===== config.mk =====
export PLATFORM = sky130hd
export DESIGN_NAME = monopix_readout_ctrl
export DESIGN_NICKNAME = d
export VERILOG_FILES = /design/src/rtl/monopix_readout_ctrl.sv
export SDC_FILE = /design/constraint.sdc
export NUM_CORES = 1
export LEC_CHECK = 0
export CAP_MARGIN = 30
export CORE_UTILIZATION = 60
export CTS_CLUSTER_SIZE = 28
export DETAILED_ROUTE_END_ITERATION = 8
export GPL_TIMING_DRIVEN = 0
export PLACE_DENSITY_LB_ADDON = 0.15
export SLEW_MARGIN = 25
export SYNTH_ARGS = -nofsm -noshare
export SYNTH_HDL_FRONTEND = slang
export SYNTH_SLANG_ARGS = --single-unit

===== constraint.sdc =====
create_clock -name clk_out -period 5.3 [get_ports clk_out]
set_input_delay 1.06 -clock clk_out [delete_from_list [all_inputs] [get_ports clk_out]]
set_output_delay 1.06 -clock clk_out [all_outputs]
set_load 0.02 [all_outputs]

===== src/rtl/monopix_readout_ctrl.sv =====
// monopix_readout_ctrl: token readout sequencer for one MONOPIX flavour output.
// Divides clk_out down to the bunch-crossing rate, walks the chip through
// token -> freeze -> read -> serial shift, deserialises one {col,te,le,row}
// word per cycle, optionally Gray-decodes the timestamps and queues the word
// in a small FIFO with a valid/ready interface towards the packet builder.
module monopix_readout_ctrl #(
  parameter int COL_BITS      = 6,
  parameter int TS_BITS       = 6,
  parameter int ROW_BITS      = 9,
  parameter int BX_DIV        = 4,
  parameter int TOKEN_WAIT_BX = 3,
  parameter int READ_BX       = 2,
  parameter int SER_LAT       = 3,
  parameter int GRAY_DECODE   = 1,
  parameter int FIFO_DEPTH    = 8,
  localparam int W            = COL_BITS + 2*TS_BITS + ROW_BITS
) (
  input  logic         clk_out,
  input  logic         reset,
  input  logic         enable,
  input  logic         token,
  input  logic         data_in,
  output logic         read,
  output logic         freeze,
  output logic [W-1:0] dout,
  output logic         dout_valid,
  input  logic         dout_ready,
  output logic         busy,
  output logic         overflow,
  output logic [15:0]  lost_cnt
);

  localparam int DIV_W  = (BX_DIV > 1) ? $clog2(BX_DIV) : 1;
  localparam int PH_MAX = (TOKEN_WAIT_BX > READ_BX) ? TOKEN_WAIT_BX : READ_BX;
  localparam int PH_W   = $clog2(PH_MAX + 1);
  localparam int CYC_W  = $clog2(SER_LAT + W + 1);
  localparam int PTR_W  = $clog2(FIFO_DEPTH);
  localparam int CNT_W  = PTR_W + 1;
  localparam int LE_LSB = ROW_BITS;
  localparam int TE_LSB = ROW_BITS + TS_BITS;

  localparam logic [DIV_W-1:0] DIV_LAST  = DIV_W'(BX_DIV - 1);
  localparam logic [PH_W-1:0]  TW_LAST   = PH_W'(TOKEN_WAIT_BX - 1);
  localparam logic [PH_W-1:0]  RD_LAST   = PH_W'(READ_BX - 1);
  localparam logic [CYC_W-1:0] CYC_FIRST = CYC_W'(SER_LAT);
  localparam logic [CYC_W-1:0] CYC_PUSH  = CYC_W'(SER_LAT + W);
  localparam logic [CNT_W-1:0] CNT_FULL  = CNT_W'(FIFO_DEPTH);

  typedef enum logic [1:0] {
    S_IDLE,
    S_TOKEN_WAIT,
    S_READ,
    S_SHIFT
  } state_e;

  state_e             state_q, state_d;
  logic [DIV_W-1:0]   div_q, div_d;
  logic [PH_W-1:0]    phase_q, phase_d;
  logic [CYC_W-1:0]   cyc_q, cyc_d;
  logic               done_q, done_d;
  logic [W-1:0]       shreg_q, shreg_d;
  logic               read_q, read_d;
  logic               freeze_q, freeze_d;
  logic               busy_q, busy_d;
  logic [PTR_W-1:0]   wr_ptr_q, wr_ptr_d;
  logic [PTR_W-1:0]   rd_ptr_q, rd_ptr_d;
  logic [CNT_W-1:0]   cnt_q, cnt_d;
  logic               overflow_q, overflow_d;
  logic [15:0]        lost_cnt_q, lost_cnt_d;
  logic [W-1:0]       mem_q [FIFO_DEPTH];

  logic               bx_tick;
  logic               push_req;
  logic [W-1:0]       push_word;
  logic               pop, full, wr_en, drop;

  function automatic logic [TS_BITS-1:0] gray2bin(input logic [TS_BITS-1:0] g);
    logic [TS_BITS-1:0] b;
    b[TS_BITS-1] = g[TS_BITS-1];
    for (int i = TS_BITS - 2; i >= 0; i--) b[i] = b[i+1] ^ g[i];
    return b;
  endfunction

  assign bx_tick = (div_q == DIV_LAST);

  // Sequencer: BX divider, state/phase/cycle counters and serial capture.
  always_comb begin
    // NOTE: every signal written here gets a default first, so no path can infer a latch.
    div_d    = bx_tick ? '0 : div_q + DIV_W'(1);
    state_d  = state_q;
    phase_d  = phase_q;
    cyc_d    = cyc_q;
    done_d   = done_q;
    shreg_d  = shreg_q;
    push_req = 1'b0;
    case (state_q)
      S_IDLE: begin
        if (bx_tick && token && enable) state_d = S_TOKEN_WAIT;
      end
      S_TOKEN_WAIT: begin
        if (bx_tick) begin
          if (phase_q == TW_LAST) state_d = S_READ;
          else                    phase_d = phase_q + PH_W'(1);
        end
      end
      S_READ: begin
        if (bx_tick) begin
          if (phase_q == RD_LAST) state_d = S_SHIFT;
          else                    phase_d = phase_q + PH_W'(1);
        end
      end
      S_SHIFT: begin
        if (!done_q) begin
          if (cyc_q >= CYC_FIRST && cyc_q < CYC_PUSH) shreg_d = {shreg_q[W-2:0], data_in};
          if (cyc_q == CYC_PUSH) begin
            push_req = 1'b1;
            done_d   = 1'b1;
          end else begin
            cyc_d = cyc_q + CYC_W'(1);
          end
        end
        // Leave only once the word has been handed to the FIFO (or dropped).
        if (bx_tick && done_q) state_d = (token && enable) ? S_TOKEN_WAIT : S_IDLE;
      end
      default: state_d = S_IDLE;
    endcase
    if (state_d != state_q) begin
      phase_d = '0;
      cyc_d   = '0;
      done_d  = 1'b0;
    end
    read_d   = (state_d == S_READ);
    freeze_d = (state_d == S_TOKEN_WAIT) || (state_d == S_READ);
    busy_d   = (state_d != S_IDLE);
  end

  // Word formatting: optional Gray->binary conversion of the TE and LE fields.
  always_comb begin
    push_word = shreg_q;
    if (GRAY_DECODE != 0) begin
      push_word[TE_LSB +: TS_BITS] = gray2bin(shreg_q[TE_LSB +: TS_BITS]);
      push_word[LE_LSB +: TS_BITS] = gray2bin(shreg_q[LE_LSB +: TS_BITS]);
    end
  end

  // FIFO bookkeeping: a push into a full FIFO survives only if a pop frees a slot.
  always_comb begin
    pop        = (cnt_q != '0) && dout_ready;
    full       = (cnt_q == CNT_FULL);
    wr_en      = push_req && (!full || pop);
    drop       = push_req && full && !pop;
    wr_ptr_d   = wr_en ? wr_ptr_q + PTR_W'(1) : wr_ptr_q;
    rd_ptr_d   = pop   ? rd_ptr_q + PTR_W'(1) : rd_ptr_q;
    cnt_d      = cnt_q;
    if (wr_en && !pop)      cnt_d = cnt_q + CNT_W'(1);
    else if (!wr_en && pop) cnt_d = cnt_q - CNT_W'(1);
    overflow_d = overflow_q | drop;
    lost_cnt_d = (drop && lost_cnt_q != 16'hFFFF) ? lost_cnt_q + 16'd1 : lost_cnt_q;
  end

  // State and control registers; reset aborts any word in flight and drops the pads at once.
  always_ff @(posedge clk_out or posedge reset) begin
    if (reset) begin
      state_q    <= S_IDLE;
      div_q      <= '0;
      phase_q    <= '0;
      cyc_q      <= '0;
      done_q     <= 1'b0;
      shreg_q    <= '0;
      read_q     <= 1'b0;
      freeze_q   <= 1'b0;
      busy_q     <= 1'b0;
      wr_ptr_q   <= '0;
      rd_ptr_q   <= '0;
      cnt_q      <= '0;
      overflow_q <= 1'b0;
      lost_cnt_q <= '0;
    end else begin
      // NOTE: non-blocking assignments so every register updates from pre-edge values.
      state_q    <= state_d;
      div_q      <= div_d;
      phase_q    <= phase_d;
      cyc_q      <= cyc_d;
      done_q     <= done_d;
      shreg_q    <= shreg_d;
      read_q     <= read_d;
      freeze_q   <= freeze_d;
      busy_q     <= busy_d;
      wr_ptr_q   <= wr_ptr_d;
      rd_ptr_q   <= rd_ptr_d;
      cnt_q      <= cnt_d;
      overflow_q <= overflow_d;
      lost_cnt_q <= lost_cnt_d;
    end
  end

  // FIFO storage.
  // NOTE: the array is deliberately not reset; dout is masked while empty instead.
  always_ff @(posedge clk_out) begin
    if (wr_en) mem_q[wr_ptr_q] <= push_word;
  end

  assign read       = read_q;
  assign freeze     = freeze_q;
  assign busy       = busy_q;
  assign overflow   = overflow_q;
  assign lost_cnt   = lost_cnt_q;
  assign dout_valid = (cnt_q != '0);
  assign dout       = dout_valid ? mem_q[rd_ptr_q] : '0;

endmodule


After elaboration in Yosys (flattened, before gate mapping). Memory sizes are Yosys's and may differ from the RTL's. Cells that the tools add are included.

Register bits: 69. Bits in writable memories: 216. Output and inout port bits: 48. Memories: 1.

$add $sub $neg: 8. Magnitude comparators: 2. Eq/ne operators: 18. Muxes and demuxes: 30. Bitwise logic cells: 12. Reductions and logical operators: 26.

Memory list: mem_q (words 8, width 27, rd ports 1, clocked after memory_dff 0, wr ports 1, line 70) `logic [W-1:0] mem_q [FIFO_DEPTH];`.

Operator list (number): 27-bit two-way mux (1); 2-bit two-way mux (12); 5-bit two-way mux (4); 16-bit by 1-bit adder with 16-bit output (second input constant) (1); 16-bit != test (second input constant) (1); 1-bit logical AND (12); 3-bit != test (second input constant) (4); 2-bit equality test (second input constant) (5); 1-bit bitwise XOR (10); 1-bit two-way mux (9); 4-bit two-way mux (2); 2-bit one-hot mux with 4 select lines (1); 3-bit by 1-bit adder with 3-bit output (second input constant) (2); 2-bit by 1-bit equality test with 1-bit output (second input constant) (3); 3-bit AND reduction (2); 2-bit nonzero test (3); 5-bit by 1-bit adder with 5-bit output (second input constant) (1); 5-bit equality test (second input constant) (1); 5-bit by 2-bit >= comparator with 1-bit output (second input constant) (1); 5-bit less-than comparator (second input constant) (1); 5-bit AND reduction (1); 2-bit by 1-bit adder with 2-bit output (second input constant) (2); 4-bit by 1-bit adder with 4-bit output (second input constant) (1); 4-bit equality test (second input constant) (1); 11 further kinds (15).

Longest topological paths before layout.
Depth in word-level cells: 9. Gate-level depth with buffers: 12.

Worst setup path before layout. No wires, ideal clock.

Path kind: input to register. Start: input port dout_ready. End: memory mem_q[1][0] (netlist name) (enable). Library setup time: 445 ps. Arrival time: 3832 ps. Path slack: 1023 ps. Stages on the path: 5. Cell sequence: nand2b_1 -> nor2_1 -> nor3_1 -> nand2_1 -> nor3_1.

Cells in the longest elaborated chain, start to end: 5.

Ends and longest elaborated chain: from (decl) (line 27) `input logic dout_ready,`; 1-bit logical AND (line 148) `pop = (cnt_q != '0) && dout_ready;`; 1-bit logical OR (line 150) `wr_en = push_req && (!full || pop);`; 1-bit logical AND (line 150); via wr_en (line 75) `logic pop, full, wr_en, drop;`; 1-bit two-way mux (line 200) `if (wr_en) mem_q[wr_ptr_q] <= push_word;`; 1-bit two-way mux (implied by the code) (line 200); to (decl) (line 70).

The timed path passes the listed nets, and every way through them passes these cells.

Final worst setup path.
Start: register rd_ptr_q[1]. End: output port dout[18].

Cells in the longest elaborated chain, start to end: 2.

Ends and longest elaborated chain: from (decl) (line 66) `logic [PTR_W-1:0] rd_ptr_q, rd_ptr_d;`; from (signal assigned) (line 190) `rd_ptr_q <= rd_ptr_d;`; memory read 8 x 27 bit; 27-bit two-way mux (line 209) `assign dout = dout_valid ? mem_q[rd_ptr_q] : '0;`; to (decl) (line 25) `output logic [W-1:0] dout,`.

No other way between the ends.

==> results.sh <==
export IMPL_status="completed"
export IMPL_portBuffers=53
export IMPL_r2r_setup_slack_ns=2.03
export IMPL_power_per_cell_area_mw_per_mm2=486
export IMPL_synth_compound_area_frac=0.0136
export IMPL_syn_nets=638
export IMPL_crit_path_end_kind="output pin"
export IMPL_hold_slack_ns=0.441
export IMPL_nets=736
export IMPL_swShare=0.295
export IMPL_die_x_um=140
export IMPL_setup_violations_final=0
export IMPL_placed_area_sq_mm=0.0126
export IMPL_skew_ns=0.0200
export IMPL_vias=5836
export IMPL_critical_path_class="register to output pin"
export IMPL_synth_area_leaders="edfxtp_1 (57%), dfrtp_1 (15%), mux4_2 (11%), mux2_2 (3.0%), mux2i_1 (2.4%)"
export IMPL_yosysWarnings=0
export IMPL_p_seq_frac=0.394
export IMPL_synthToLayoutAreaGrowth_pct=17.4
export IMPL_maxCapViolCount=0
export IMPL_synth_simple_gate_area_frac=0.0501
export IMPL_cts_hold_buffers=0
export IMPL_synth_xor_area_frac=0.0283
export IMPL_path_max_fanout=10
export IMPL_cp_required_ns=4.24
export IMPL_min_to="div_q[0]"
export IMPL_grt_pass1_vias=6292
export IMPL_p_switching_mw=1.93
export IMPL_overflow=0
export IMPL_slew_limit_headroom=0.360
export IMPL_path_buf_inv=3
export IMPL_synth_top_family_by_area="multiplexers"
export IMPL_ys_seq_area_frac=0.717
export IMPL_synth_top_area_cell="edfxtp_1"
export IMPL_track_usage=0.236
export IMPL_syn_avg_cell_area_sq_um=18.5
export IMPL_hold_violations=0
export IMPL_drt_pass1_iterations=5
export IMPL_pwr_share_clk=0.290
export IMPL_min_period_over_period=0.825
export IMPL_hold_class="register to register"
export IMPL_wl_per_cell_um=22.6
export IMPL_cts_made_buffers=28
export IMPL_max_stage_delay_ns=0.60
export IMPL_antenna_left=0
export IMPL_ios=54
export IMPL_hpwl_um=13600
export IMPL_antenna_found_initial=0
export IMPL_min_from="div_q[0]"
export IMPL_clockBufferDepth=3
export IMPL_cts_root_buffer="clkbuf_16"
export IMPL_timing_rr_end="mem_q[0][12]"
export IMPL_report_final_slew_viol_count=0
export IMPL_drtIter0Drc=384
export IMPL_gp_congestion=0.766
export IMPL_rr_startpoint="cyc_q[0]"
export IMPL_ir_drop_v=0.000301
export IMPL_die_area_sq_mm=0.0197
export IMPL_synthMuxAreaShare=0.160
export IMPL_slowest_stage="clkbuf_1"
export IMPL_combPwrFrac=0.316
export IMPL_holdPathStages=1
export IMPL_fmax_mhz=229
export IMPL_cts_setup_buffers=0
export IMPL_synth_cells=618
export IMPL_cp_arrival_ns=3.31
export IMPL_final_cell_area_sq_mm=0.0135
export IMPL_worst_path_most_repeated_cell="clkbuf_1"
export IMPL_core_area_sq_mm=0.0187
export IMPL_grt_max_degree=40
export IMPL_clock_latency_ns=0.54
export IMPL_rr_worst_depth=8
export IMPL_synth_cell_types=45
export IMPL_syn_area_sq_mm=0.0115
export IMPL_die_h_um=140
export IMPL_cp_top_family="buffers and inverters"
export IMPL_worstMarginPinSlew_ns=0.954
export IMPL_crit_path_start_kind="register"
export IMPL_detail_route_vias_per_cell=6.02
export IMPL_clkTransAtPathRegs_ns=0.06
export IMPL_cts_resized=0
export IMPL_grt_pass1_wl_um=34900
export IMPL_initial_utilization=0.613
export IMPL_rows=50
export IMPL_antenna_cells=0
export IMPL_drcViolationCount=0
export IMPL_rsz0062_at_grt="false"
export IMPL_wl_um=21900
export IMPL_p_int_mw=4.61
export IMPL_leakage_nw=4.98
export IMPL_netlist_area_leader_share=0.566
export IMPL_synth_seq_cells=285
export IMPL_path_cells="clkbuf_1 -> clkbuf_1 -> mux4_2 -> mux2i_1 -> nor2_1 -> clkdlybuf4s50_1"
export IMPL_cts_tree="done"
export IMPL_synthAdderAreaFrac=0.0159
export IMPL_period_minus_slack_ns=4.37
export IMPL_cts_max_level=1
export IMPL_layout_drive_gt1_share=0.239
export IMPL_clkSinkCount=285
==> layout make-up <==
cell class	instances	area (sq um)
Buffer	23	106
Clock buffer	43	818
Clock inverter	7	63.8
Fill cell	1106	5250
Inverter	18	70.1
Multi-Input combinational cell	292	3130
Sequential cell	285	8210
Tap cell	234	293
Timing Repair Buffer	68	764
==> metrics by stage <==
step | setup slack, ns | TNS [ns] | cells | util | power [mW]
2_1_floorplan | 1.02 | 0 | 618 | - | 3.99
3_3_place_gp | -1.52 | -90.07 | 905 | 0.657 | 4.63
6_report | 0.928 | 0 | 970 | 0.719 | 6.54
4_1_cts | 0.860 | 0 | 970 | 0.719 | 6.60
5_1_grt | 0.779 | 0 | 970 | 0.719 | 6.80
3_5_place_dp | 1.02 | 0 | 920 | 0.672 | 4.70
==> logic make-up (layout without fill, tap and decap cells) <==
logic type,Yosys count,count (layout)
adders and majority gates,14,14
AOI/OAI and AO/OA,21,21
muxes,112,112
buffers and inverters,41,159
and+or+nand+nor,108,108
DFF,285,285
xor gates and xnor gates,37,37
==> cells in the final DEF (no fill, tap or decap), drive strengths merged, types with 2 or more instances in the layout <==
master / Yosys / final
nor3: 8 / 8
clkinv: 0 / 6
and4: 2 / 2
or2: 2 / 2
nand4: 4 / 4
nor4: 4 / 4
nand2b: 4 / 4
xor2: 21 / 21
a31oi: 2 / 2
nand2: 15 / 15
ha: 13 / 13
buf: 12 / 27
nand3: 8 / 8
dfrtp: 69 / 69
clkdlybuf4s50: 0 / 53
mux2i: 27 / 27
nor2: 54 / 54
edfxtp: 216 / 216
xnor2: 16 / 16
clkbuf: 11 / 54
a21oi: 4 / 4
nor3b: 2 / 2
o21ai: 6 / 6
inv: 18 / 18
mux4: 54 / 54
a211oi: 2 / 2
mux2: 31 / 31
==> power groups by stage <==
stage,registers (mW),clock network [mW],logic [mW]
floorplan,2.61,0,1.38
global route,2.59,2.01,2.20
CTS,2.57,1.92,2.10
global placement,2.61,0,2.03
finish,2.57,1.90,2.07
detailed placement,2.62,0,2.08
==> flip-flops by register name, indices dropped and copies added (netlist names), 2 cells and up <==
signal and flops:
phase_q 2, div_q 2, cyc_q 5, cnt_q 4, state_q 2, rd_ptr_q 3
shreg_q 27, wr_ptr_q 3, mem_q 216, lost_cnt 16
==> worst max-delay path by stage <==
stage | from | to | cells after the start
after floorplan | dout_ready | mem_q[1][0] | 5
after global placement | dout_ready | mem_q[0][12] | 6
after detailed placement | dout_ready | mem_q[0][12] | 8
after CTS | rd_ptr_q[1] | dout[23] | 6
after global routing | rd_ptr_q[1] | dout[23] | 6
final | rd_ptr_q[1] | dout[18] | 6
==> cell usage after synthesis (all sizes together) <==
| cell | number |
|---|---|
| a211o | 1 |
| a211oi | 2 |
| a21o | 1 |
| a21oi | 4 |
| a31oi | 2 |
| a32oi | 1 |
| a41oi | 1 |
| and3 | 1 |
| and4 | 2 |
| buf | 12 |
| clkbuf | 11 |
| dfrtp | 69 |
| edfxtp | 216 |
| fa | 1 |
| ha | 13 |
| inv | 18 |
| mux2 | 31 |
| mux2i | 27 |
| mux4 | 54 |
| nand2 | 15 |
| nand2b | 4 |
| nand3 | 8 |
| nand3b | 1 |
| nand4 | 4 |
| nor2 | 54 |
| nor2b | 1 |
| nor3 | 8 |
| nor3b | 2 |
| nor4 | 4 |
| o211ai | 1 |
| o21a | 1 |
| o21ai | 6 |
| o31ai | 1 |
| or2 | 2 |
| or3 | 1 |
| or4 | 1 |
| xnor2 | 16 |
| xor2 | 21 |
==> layer usage <==
layer  wire (um)  GRT usage  vias to the layer above
met3         939     0.0308                       32
met2       11500      0.408                      151
met1        9140      0.319                     3065
li1            -          -                     2588
met5           0          0                        -
met4         371     0.0636                        0
Power figures use the tool's default switching activity.
